**src/rtl/oled_pkg.sv**
```systemverilog
// Shared OLED definitions for the screen arbiter slice.
//   - Panel geometry of the 96x64 RGB565 OLED.
//   - Common RGB565 colour constants.
//   - Arbiter state encoding used by oled_screen_arbiter.
package oled_pkg;

   localparam int OLED_W      = 96;
   localparam int OLED_H      = 64;
   localparam int OLED_PIXELS = OLED_W * OLED_H;

   localparam logic [15:0] COLOR_BLACK = 16'h0000;
   localparam logic [15:0] COLOR_RED   = 16'hF800;

   typedef enum logic [1:0] {
      ST_IDLE  = 2'd0,
      ST_OWNED = 2'd1,
      ST_BLANK = 2'd2
   } arb_state_t;

endpackage

```
**src/rtl/rr_pick.sv**
```systemverilog
// Combinational round-robin priority encoder.
//   req     : request vector, one bit per generator
//   rr_ptr  : index where the search starts (highest priority)
//   excl    : mask of generators that may not win
//   winner  : index of the first requesting, non-excluded generator
//             found searching upward from rr_ptr, wrapping modulo N_REQ
//   found   : high when any such generator exists
module rr_pick #(
   parameter int N_REQ = 4
) (
   input  logic [N_REQ-1:0]         req,
   input  logic [$clog2(N_REQ)-1:0] rr_ptr,
   input  logic [N_REQ-1:0]         excl,
   output logic [$clog2(N_REQ)-1:0] winner,
   output logic                     found
);

   localparam int IDX_W = $clog2(N_REQ);

   // Walk the offsets from farthest to nearest so the candidate closest to
   // rr_ptr is the last one written and therefore wins.
   always_comb begin : p_search
      int               idx;
      logic [IDX_W-1:0] sel;
      winner = '0;
      found  = 1'b0;
      idx    = 0;
      sel    = '0;
      for (int k = N_REQ - 1; k >= 0; k--) begin
         idx = int'(rr_ptr) + k;
         if (idx >= N_REQ) begin
            idx = idx - N_REQ;
         end
         sel = IDX_W'(idx);
         if (req[sel] && !excl[sel]) begin
            winner = sel;
            found  = 1'b1;
         end
      end
   end

endmodule

```
**src/rtl/oled_screen_arbiter.sv**
```systemverilog
// Frame-synchronous round-robin arbiter sharing one OLED pixel stream
// among N_REQ screen generators. Ownership only changes on a frame wrap,
// an owner keeps the screen at least HOLD_FRAMES frames, and a blank
// frame separates two different owners so the panel never tears.
//   clk25       : 25 MHz system clock
//   rst_n       : asynchronous active-low reset
//   pixel_index : current pixel index from the OLED driver
//   req         : level request per generator
//   color_in    : RGB565 per generator, generator i at [16*i+15:16*i]
//   color_out   : registered RGB565 to the OLED driver
//   grant       : one-hot current owner, zero in IDLE and BLANK
//   frame_tick  : one-cycle pulse when an arbitration result takes effect
//   busy        : high whenever the arbiter is not IDLE
module oled_screen_arbiter
   import oled_pkg::*;
#(
   parameter int          N_REQ         = 4,
   parameter int          HOLD_FRAMES   = 2,
   parameter int          PIXELS        = OLED_PIXELS,
   parameter logic [15:0] DEFAULT_COLOR = COLOR_BLACK
) (
   input  logic                clk25,
   input  logic                rst_n,
   input  logic [12:0]         pixel_index,
   input  logic [N_REQ-1:0]    req,
   input  logic [16*N_REQ-1:0] color_in,
   output logic [15:0]         color_out,
   output logic [N_REQ-1:0]    grant,
   output logic                frame_tick,
   output logic                busy
);

   localparam int IDX_W  = $clog2(N_REQ);
   localparam int HOLD_W = $clog2(HOLD_FRAMES + 1);
   localparam logic [HOLD_W-1:0] HOLD_INIT = HOLD_W'(HOLD_FRAMES - 1);

   // Parameter sanity checks at elaboration time.
   generate
      if (N_REQ < 2 || N_REQ > 8) begin : g_bad_nreq
         $error("oled_screen_arbiter: N_REQ must be in 2..8");
      end
      if (HOLD_FRAMES < 1) begin : g_bad_hold
         $error("oled_screen_arbiter: HOLD_FRAMES must be at least 1");
      end
      if (PIXELS < 2 || PIXELS > 8192) begin : g_bad_pixels
         $error("oled_screen_arbiter: PIXELS must fit the 13-bit pixel_index");
      end
   endgenerate

   arb_state_t        state;
   logic [12:0]       prev_index;
   logic [IDX_W-1:0]  rr_ptr;
   logic [IDX_W-1:0]  owner;
   logic [IDX_W-1:0]  pending;
   logic [HOLD_W-1:0] hold_cnt;

   logic              fs;
   logic [N_REQ-1:0]  excl_mask;
   logic [IDX_W-1:0]  pick_idx;
   logic              pick_found;

   function automatic logic [N_REQ-1:0] onehot(input logic [IDX_W-1:0] i);
      logic [N_REQ-1:0] v;
      v    = '0;
      v[i] = 1'b1;
      return v;
   endfunction

   function automatic logic [IDX_W-1:0] next_ptr(input logic [IDX_W-1:0] w);
      if (w == IDX_W'(N_REQ - 1)) begin
         return '0;
      end
      return w + 1'b1;
   endfunction

   // Frame start: the driver jumped back to pixel 0 from anywhere else.
   assign fs = (pixel_index == 13'd0) && (prev_index != 13'd0);

   // While OWNED the single picker looks for a challenger other than the
   // current owner; in IDLE and BLANK it is a plain round-robin search.
   always_comb begin
      excl_mask = '0;
      if (state == ST_OWNED) begin
         excl_mask[owner] = 1'b1;
      end
   end

   rr_pick #(
      .N_REQ (N_REQ)
   ) u_rr_pick (
      .req    (req),
      .rr_ptr (rr_ptr),
      .excl   (excl_mask),
      .winner (pick_idx),
      .found  (pick_found)
   );

   always_ff @(posedge clk25 or negedge rst_n) begin
      if (!rst_n) begin
         state      <= ST_IDLE;
         prev_index <= 13'd0;
         rr_ptr     <= '0;
         owner      <= '0;
         pending    <= '0;
         hold_cnt   <= '0;
         grant      <= '0;
         color_out  <= DEFAULT_COLOR;
         frame_tick <= 1'b0;
         busy       <= 1'b0;
      end else begin
         prev_index <= pixel_index;
         frame_tick <= fs;

         // Uses the grant already in force, so the new owner's colour
         // appears one cycle after frame_tick.
         color_out <= (grant != '0) ? color_in[int'(owner)*16 +: 16] : DEFAULT_COLOR;

         if (fs) begin
            case (state)
               ST_IDLE: begin
                  if (pick_found) begin
                     grant    <= onehot(pick_idx);
                     owner    <= pick_idx;
                     rr_ptr   <= next_ptr(pick_idx);
                     hold_cnt <= HOLD_INIT;
                     state    <= ST_OWNED;
                     busy     <= 1'b1;
                  end
               end

               ST_OWNED: begin
                  if (!req[owner] || hold_cnt == '0) begin
                     if (pick_found) begin
                        pending <= pick_idx;
                        grant   <= '0;
                        state   <= ST_BLANK;
                     end else if (!req[owner]) begin
                        grant <= '0;
                        state <= ST_IDLE;
                        busy  <= 1'b0;
                     end
                     // owner still requesting and unchallenged: keep it
                  end else begin
                     hold_cnt <= hold_cnt - 1'b1;
                  end
               end

               ST_BLANK: begin
                  if (req[pending]) begin
                     grant    <= onehot(pending);
                     owner    <= pending;
                     rr_ptr   <= next_ptr(pending);
                     hold_cnt <= HOLD_INIT;
                     state    <= ST_OWNED;
                  end else if (pick_found) begin
                     grant    <= onehot(pick_idx);
                     owner    <= pick_idx;
                     rr_ptr   <= next_ptr(pick_idx);
                     hold_cnt <= HOLD_INIT;
                     state    <= ST_OWNED;
                  end else begin
                     state <= ST_IDLE;
                     busy  <= 1'b0;
                  end
               end

               default: begin
                  grant <= '0;
                  state <= ST_IDLE;
                  busy  <= 1'b0;
               end
            endcase
         end
      end
   end

endmodule

```
**config.mk**
```make
export PLATFORM = sky130hd
export DESIGN_NAME = oled_screen_arbiter
export DESIGN_NICKNAME = d
export VERILOG_FILES = /design/src/rtl/oled_pkg.sv /design/src/rtl/rr_pick.sv /design/src/rtl/oled_screen_arbiter.sv
export SDC_FILE = /design/constraint.sdc
export NUM_CORES = 1
export LEC_CHECK = 0
export CORE_MARGIN = 3
export CORE_UTILIZATION = 40
export CTS_CLUSTER_SIZE = 24
export DETAILED_ROUTE_END_ITERATION = 10
export GPL_TIMING_DRIVEN = 0
export MAX_ROUTING_LAYER = met4
export PLACE_DENSITY = 0.78
export REMOVE_ABC_BUFFERS = 1
export SYNTH_ARGS = -nofsm -noshare
export SYNTH_HDL_FRONTEND = slang
export SYNTH_SLANG_ARGS = --single-unit
export TNS_END_PERCENT = 5
```
**constraint.sdc**
```tcl
create_clock -name clk25 -period 2.68 [get_ports clk25]
set_clock_uncertainty 0.15 [all_clocks]
set_input_delay 0.402 -clock clk25 [delete_from_list [all_inputs] [get_ports clk25]]
set_output_delay 0.402 -clock clk25 [all_outputs]
set_load 0.05 [all_outputs]
```
Yosys cells after proc, flatten, opt, wreduce, memory -nomap -nowiden:

Cells that the tools add are included.

* $mul: 0
* reductions and logical operators: 28
* eq/ne operators: 13
* bitwise logic cells: 0
* $add $sub $neg: 10
* magnitude comparators: 14
* div/mod/pow operators: 0
* shift operators: 1
* mux-type cells: 87

Operators by type and width (number)
* $shiftx 64x7->16: 1
* $mux 2: 25
* $mux 1: 36
* $mux 4: 6
* $lt 2x3->1 const B: 7
* $bmux 1 s2: 10
* $mux 16: 1
* $logic_not 13->1: 1
* $reduce_bool 13->1: 1
* $ne 2x2->1 const B: 6
* $pmux 2 s3: 2
* $pmux 4 s3: 1
* $reduce_and 4->1: 3
* $sub 2x1->2 const B: 5
* $ge 3x3->1 const B: 3
* $logic_and 1x1->1: 8
* $pmux 2 s2: 2
* $reduce_and 7->1: 1
* $add 2x2->3 const B: 2
* $demux 1 s2: 3
* $eq 2x2->1 const B: 3
* $ge 2x1->1 const B: 3
* $ne 3x3->1 const B: 2
* $reduce_and 3->1: 2
* 13 further kinds: 19

* memories kept: 0
* memory bits (read-only): 0
* bits in writable memories: 0
* output and inout bits: 22
* bits of input ports: 83
* latch bits: 0
* flip-flop bits (word level): 45
* logic and storage cells: 163

Longest topological paths before layout:

* depth after elaboration: 23
* mapped depth: 12
* mapped depth without buffers: 11

Hierarchy:

Synthesis repeated with hierarchy kept, for this count alone.

* cell total of the unflattened synthesis: 224
* area, all modules: 2633.8 um^2

Modules (own cells, without submodules)
* oled_screen_arbiter: cells each 207, instances 1, seq. area each 1126.1 um^2, area an instance 2526.2 um^2
* rr_pick: cells each 17, instances 1, seq. area each 0.0 um^2, area an instance 107.6 um^2

Worst setup path after synthesis:

Ideal clock, no wire load.

* path type: register -> register
* start: reg state[1]
* end: reg grant[0]
* data required time: 2.409 ns
* cell stages (with the launch flop): 12
* path slack: 0.087 ns
* setup time: 0.121 ns
* data arrival time: 2.322 ns
* cells stage by stage: dfrtp_1 > inv_1 > ha_1 > buf_6 > or3b_4 > a32oi_1 > a211oi_1 > nor2_1 > inv_1 > ha_1 > a32o_1 > a22o_1

* cells in the longest elaborated chain, start to end: 17
* elaborated cells on any way between the ends: 41
* those cells by class: order compare: 2; eq/ne: 4; mux: 24; reduce/logical: 11

RTL lines
* start: declaration: RTL line oled_screen_arbiter.sv:50 `arb_state_t state;`
* start signal: assignment: RTL line oled_screen_arbiter.sv:100 `state <= ST_IDLE;`
* start signal: assignment: RTL line oled_screen_arbiter.sv:126 `state <= ST_OWNED;`
* start signal: assignment: RTL line oled_screen_arbiter.sv:136 `state <= ST_BLANK;`
* $eq 2x1->1 *: RTL line oled_screen_arbiter.sv:83 `if (state == ST_OWNED) begin`
* $mux 4 *: RTL line oled_screen_arbiter.sv:83
* $bmux 1 s2: RTL line rr_pick.sv:35 `if (req[sel] && !excl[sel]) begin`
* $mux 1 (not written as such): RTL line rr_pick.sv:35
* $logic_not 1->1: RTL line rr_pick.sv:35
* $logic_and 1x1->1: RTL line rr_pick.sv:35
* $mux 2 (3 in a row): RTL line rr_pick.sv:35
* $mux 2 *: RTL line rr_pick.sv:35
* net pick_idx[1]: RTL line oled_screen_arbiter.sv:59 `logic [IDX_W-1:0] pick_idx;`
* $lt 2x3->1 (not written as such) or $ge 2x1->1 (tied branches): RTL line oled_screen_arbiter.sv:65 `v[i] = 1'b1;`
* $logic_and 1x1->1 (not written as such): RTL line oled_screen_arbiter.sv:65
* $mux 1 (not written as such): RTL line oled_screen_arbiter.sv:65
* $demux 1 s2 *: RTL line oled_screen_arbiter.sv:65
* $mux 4 *: RTL line oled_screen_arbiter.sv:121, oled_screen_arbiter.sv:155
* $mux 4: RTL line oled_screen_arbiter.sv:149 `if (req[pending]) begin`
* $pmux 4 s3 *: RTL line oled_screen_arbiter.sv:119 `case (state)`
* end signal: assignment: RTL line oled_screen_arbiter.sv:122 `grant <= onehot(pick_idx);`
* end signal: assignment: RTL line oled_screen_arbiter.sv:150 `grant <= onehot(pending);`
* end signal: assignment: RTL line oled_screen_arbiter.sv:156 `grant <= onehot(pick_idx);`
* end: declaration: RTL line oled_screen_arbiter.sv:28 `output logic [N_REQ-1:0] grant,`

Mark *: on every way through the listed nets, which the timed path passes. The rest lies on a longest branch. The select of a mux whose other input is x is not followed.
A chain may end at the register's enable or synchronous reset.

Worst setup path in the final report:

* start: reg state[1]
* end: reg grant[2]

Same word-level chain as after synthesis.

==> impl_metrics.py <==
metrics = {
    "cells_and_area": {
        "antenna_cells": 0,
        "finalNonFillerCells": 421,
        "multi_input_area_sq_um": 1500,
        "layout.nets": 440,
        "final_layout_size_suffix_gt1_frac": 0.163,
        "fillers": 514,
        "regArea_sq_um": 1130,
        "final_common_cell": "clkdlybuf4s50_1",
        "syn_to_final_growth_pct": 49.9,
        "layout_common_cells": "clkdlybuf4s50_1 (103), dfrtp_1 (43), mux4_2 (18)",
    },
    "run": {
        "cap_viol_max_count": 0,
    },
    "power_and_ir_drop": {
        "irDropWorstVdd_v": 0.000274,
        "p_per_area_nw_per_um2": 352,
        "power_leakage_nw": 1.71,
        "finalPower_mw": 1.43,
    },
    "setup_path": {
        "r2r_cells": 10,
        "required_ns": 2.71,
        "crit_path_max_fanout": 8,
        "worstPathCellList": "inv_2, ha_4, or3b_4, a211oi_2, o22ai_2, nand2_2, inv_1, ha_1, a32o_1, a22o_1",
        "cp_slowest_cell": "or3b_4",
        "cpPeakStageDelay_ns": 0.43,
        "crit_path_start_kind": "flip-flop",
        "crit_arrival_ns": 2.59,
        "end_kind": "flip-flop",
        "crit_type": "flip-flop to flip-flop",
    },
    "floorplan": {
        "die_h_um": 88.3,
        "start_util": 0.420,
        "die_area_sq_um": 7800,
        "die_w_um": 88.3,
        "rows": 29,
        "ios": 105,
        "core_area_sq_um": 6460,
    },
    "clock_network": {
        "clock_sinks": 45,
        "clockRootBuffer": "clkbuf_8",
        "cts_inserted_buffers": 5,
        "cts.clk_slew.worst_paths_ns": 0.08,
        "cts_tree": "yes",
        "clk_latency_ns": 0.30,
        "cts.htree.levels": 2,
        "clockBufferDepth": 2,
    },
    "timing": {
        "worstMarginPinSlew_ns": 0.916,
        "hold_violations": 0,
        "finalWorstPathRequiredPeriod_ns": 2.56,
        "clock.fmax_mhz": 391,
        "drv_slew": 0,
        "setup_viol": 0,
        "hold_ws_ns": 0.316,
        "max_slew_margin": 0.384,
        "period_share": 0.955,
    },
    "placement": {
        "place_inst": 404,
        "port_buffers": 104,
        "gp_congestion": 0.887,
        "dp_hpwl_mm": 5.66,
    },
    "route": {
        "drt-initial-drc-count": 105,
        "postRouteAntennaNets": 0,
        "route.met3.wl_um": 530,
        "wl_met2_mm": 3.71,
        "met1_length_mm": 3.01,
        "num_vias": 2323,
        "routedWlPerCell_um": 17.4,
        "firstDrtPassIters": 4,
        "highest-signal-layer": "met4",
        "viasPerCell": 5.52,
        "drc": 0,
        "wirelength_mm": 7.34,
    },
    "synth": {
        "syn-instance-count": 232,
        "ys_seq_area_frac": 0.416,
        "synth-edff-count": 0,
        "synthAdderAreaFrac": 0.0646,
        "yosys.cell_types.count": 52,
        "synth_xor_area_frac": 0.00323,
        "syn_area_per_cell_sq_um": 11.7,
        "synthArstFlopShare": 1.00,
        "synth_compound_area_frac": 0.142,
        "synth-simple-area-share": 0.145,
        "netlist_area_sq_um": 2710,
        "synthFlopType": "dfrtp_1",
        "synthMuxAreaShare": 0.181,
        "synth_top_family_by_area": "multiplexers",
        "synth_seq_cells": 45,
        "ys_warn_count": 0,
    },
    "global_routing": {
        "overflow": 0,
        "antenna_found_initial": 0,
        "grt_usage": 0.191,
        "grt_max_degree": 43,
        "grt_first_pass_wirelength_mm": 11.3,
        "grt_pass1_vias": 2269,
    },
    "worst_hold_path": {
        "hold_class": "input pin to async pin",
    },
    "run_status": {
        "outcome": "finished, final reports clean",
    },
}
-- state kept, by name, indices dropped and copies added, names as in the netlist, 2 cells and up --
name	count
color_out	16
prev_index	13
grant	4
hold_cnt	2
owner	2
pending	2
rr_ptr	2
state	2
-- cell usage after synthesis (5+ instances only) --
| library cell | instances | area, sq um |
|---|---|---|
| nor2_1 | 15 | 56.3 |
| dfrtp_1 | 45 | 1130 |
| inv_1 | 17 | 63.8 |
| ha_1 | 14 | 175 |
| mux4_2 | 18 | 405 |
| a21oi_1 | 8 | 40.0 |
| nand2_1 | 7 | 26.3 |
| nor2b_1 | 16 | 100 |
| mux2i_1 | 5 | 50.1 |
| nand3_1 | 5 | 25.0 |
| nor4_1 | 5 | 31.3 |
-- report_power, final --
part	total [mW]	leakage (nW)	switching [mW]	internal, mW
clock network	0.518	0.0585	0.214	0.304
registers	0.692	0.557	0.00352	0.688
logic	0.219	1.09	0.0676	0.152
-- routing by layer --
| metal | up-vias | global-route usage |
|---|---|---|
| met4 | 0 | 0.0467 |
| met3 | 7 | 0.0326 |
| met5 | - | - |
| met2 | 77 | 0.324 |
| li1 | 1098 | - |
| met1 | 1141 | 0.238 |
-- kinds of logic (layout without fill, tap and decap cells) --
kind of cell               count (synthesis)  count (layout)
xor gates and xnor gates                   1               1
muxes                                     26              26
AOI/OAI and AO/OA                         49              49
DFF                                       45              45
and+or+nand+nor                           69              69
adders and majority gates                 14              14
buffers and inverters                     28             140
-- path summary, 6_finish.rpt --
check                      slack, ns        start       endpoint
hold / removal                  0.32        rst_n  prev_index[6]
max in group asynchronous       1.62        rst_n       owner[0]
setup reg to reg                0.12     state[1]       grant[2]
min in group clk25              0.36  hold_cnt[1]    hold_cnt[1]
setup / recovery                0.12     state[1]       grant[2]
hold reg to reg                 0.36  hold_cnt[1]    hold_cnt[1]
-- critical path: cells and delay by family, from the launching register on --
kind / cells / cell delay [ns]
buffers and inverters: 2 / 0.18
AO/OA/AOI/OAI: 4 / 0.82
adder cells (fa/ha/maj): 2 / 0.35
AND/OR/NAND/NOR: 2 / 0.55
flip-flops: 1 / 0.42
-- per-stage QoR --
| step | util | worst slack [ns] | instance area (sq um) | TNS [ns] |
|---|---|---|---|---|
| floorplan | - | -0.0234 | 2640 | -0.0648 |
| global route | 0.629 | -0.0312 | 4060 | -0.0312 |
| CTS | 0.614 | 0.00635 | 3970 | 0 |
| detailed placement | 0.590 | -0.564 | 3810 | -5.37 |
| global placement | 0.585 | -0.432 | 3780 | -6.80 |
| finish | 0.629 | 0.120 | 4060 | 0 |
-- area by class of cell --
cell class | count | share of cell area
Clock buffer | 7 | 0.0213
Clock inverter | 1 | 0.00739
Inverter | 17 | 0.0157
Multi-Input combinational cell | 159 | 0.369
Sequential cell | 45 | 0.279
Tap cell | 77 | 0.0237
Timing Repair Buffer | 115 | 0.284
-- repair_timing --
action,in CTS,in global routing
resized for setup,8,5
setup buffers,1,7
pin swaps,3,3
endpoints found under the setup margin,15,5
endpoints found under the hold margin,8,0
hold buffers,1,0
(Power assumes the default switching activity.)
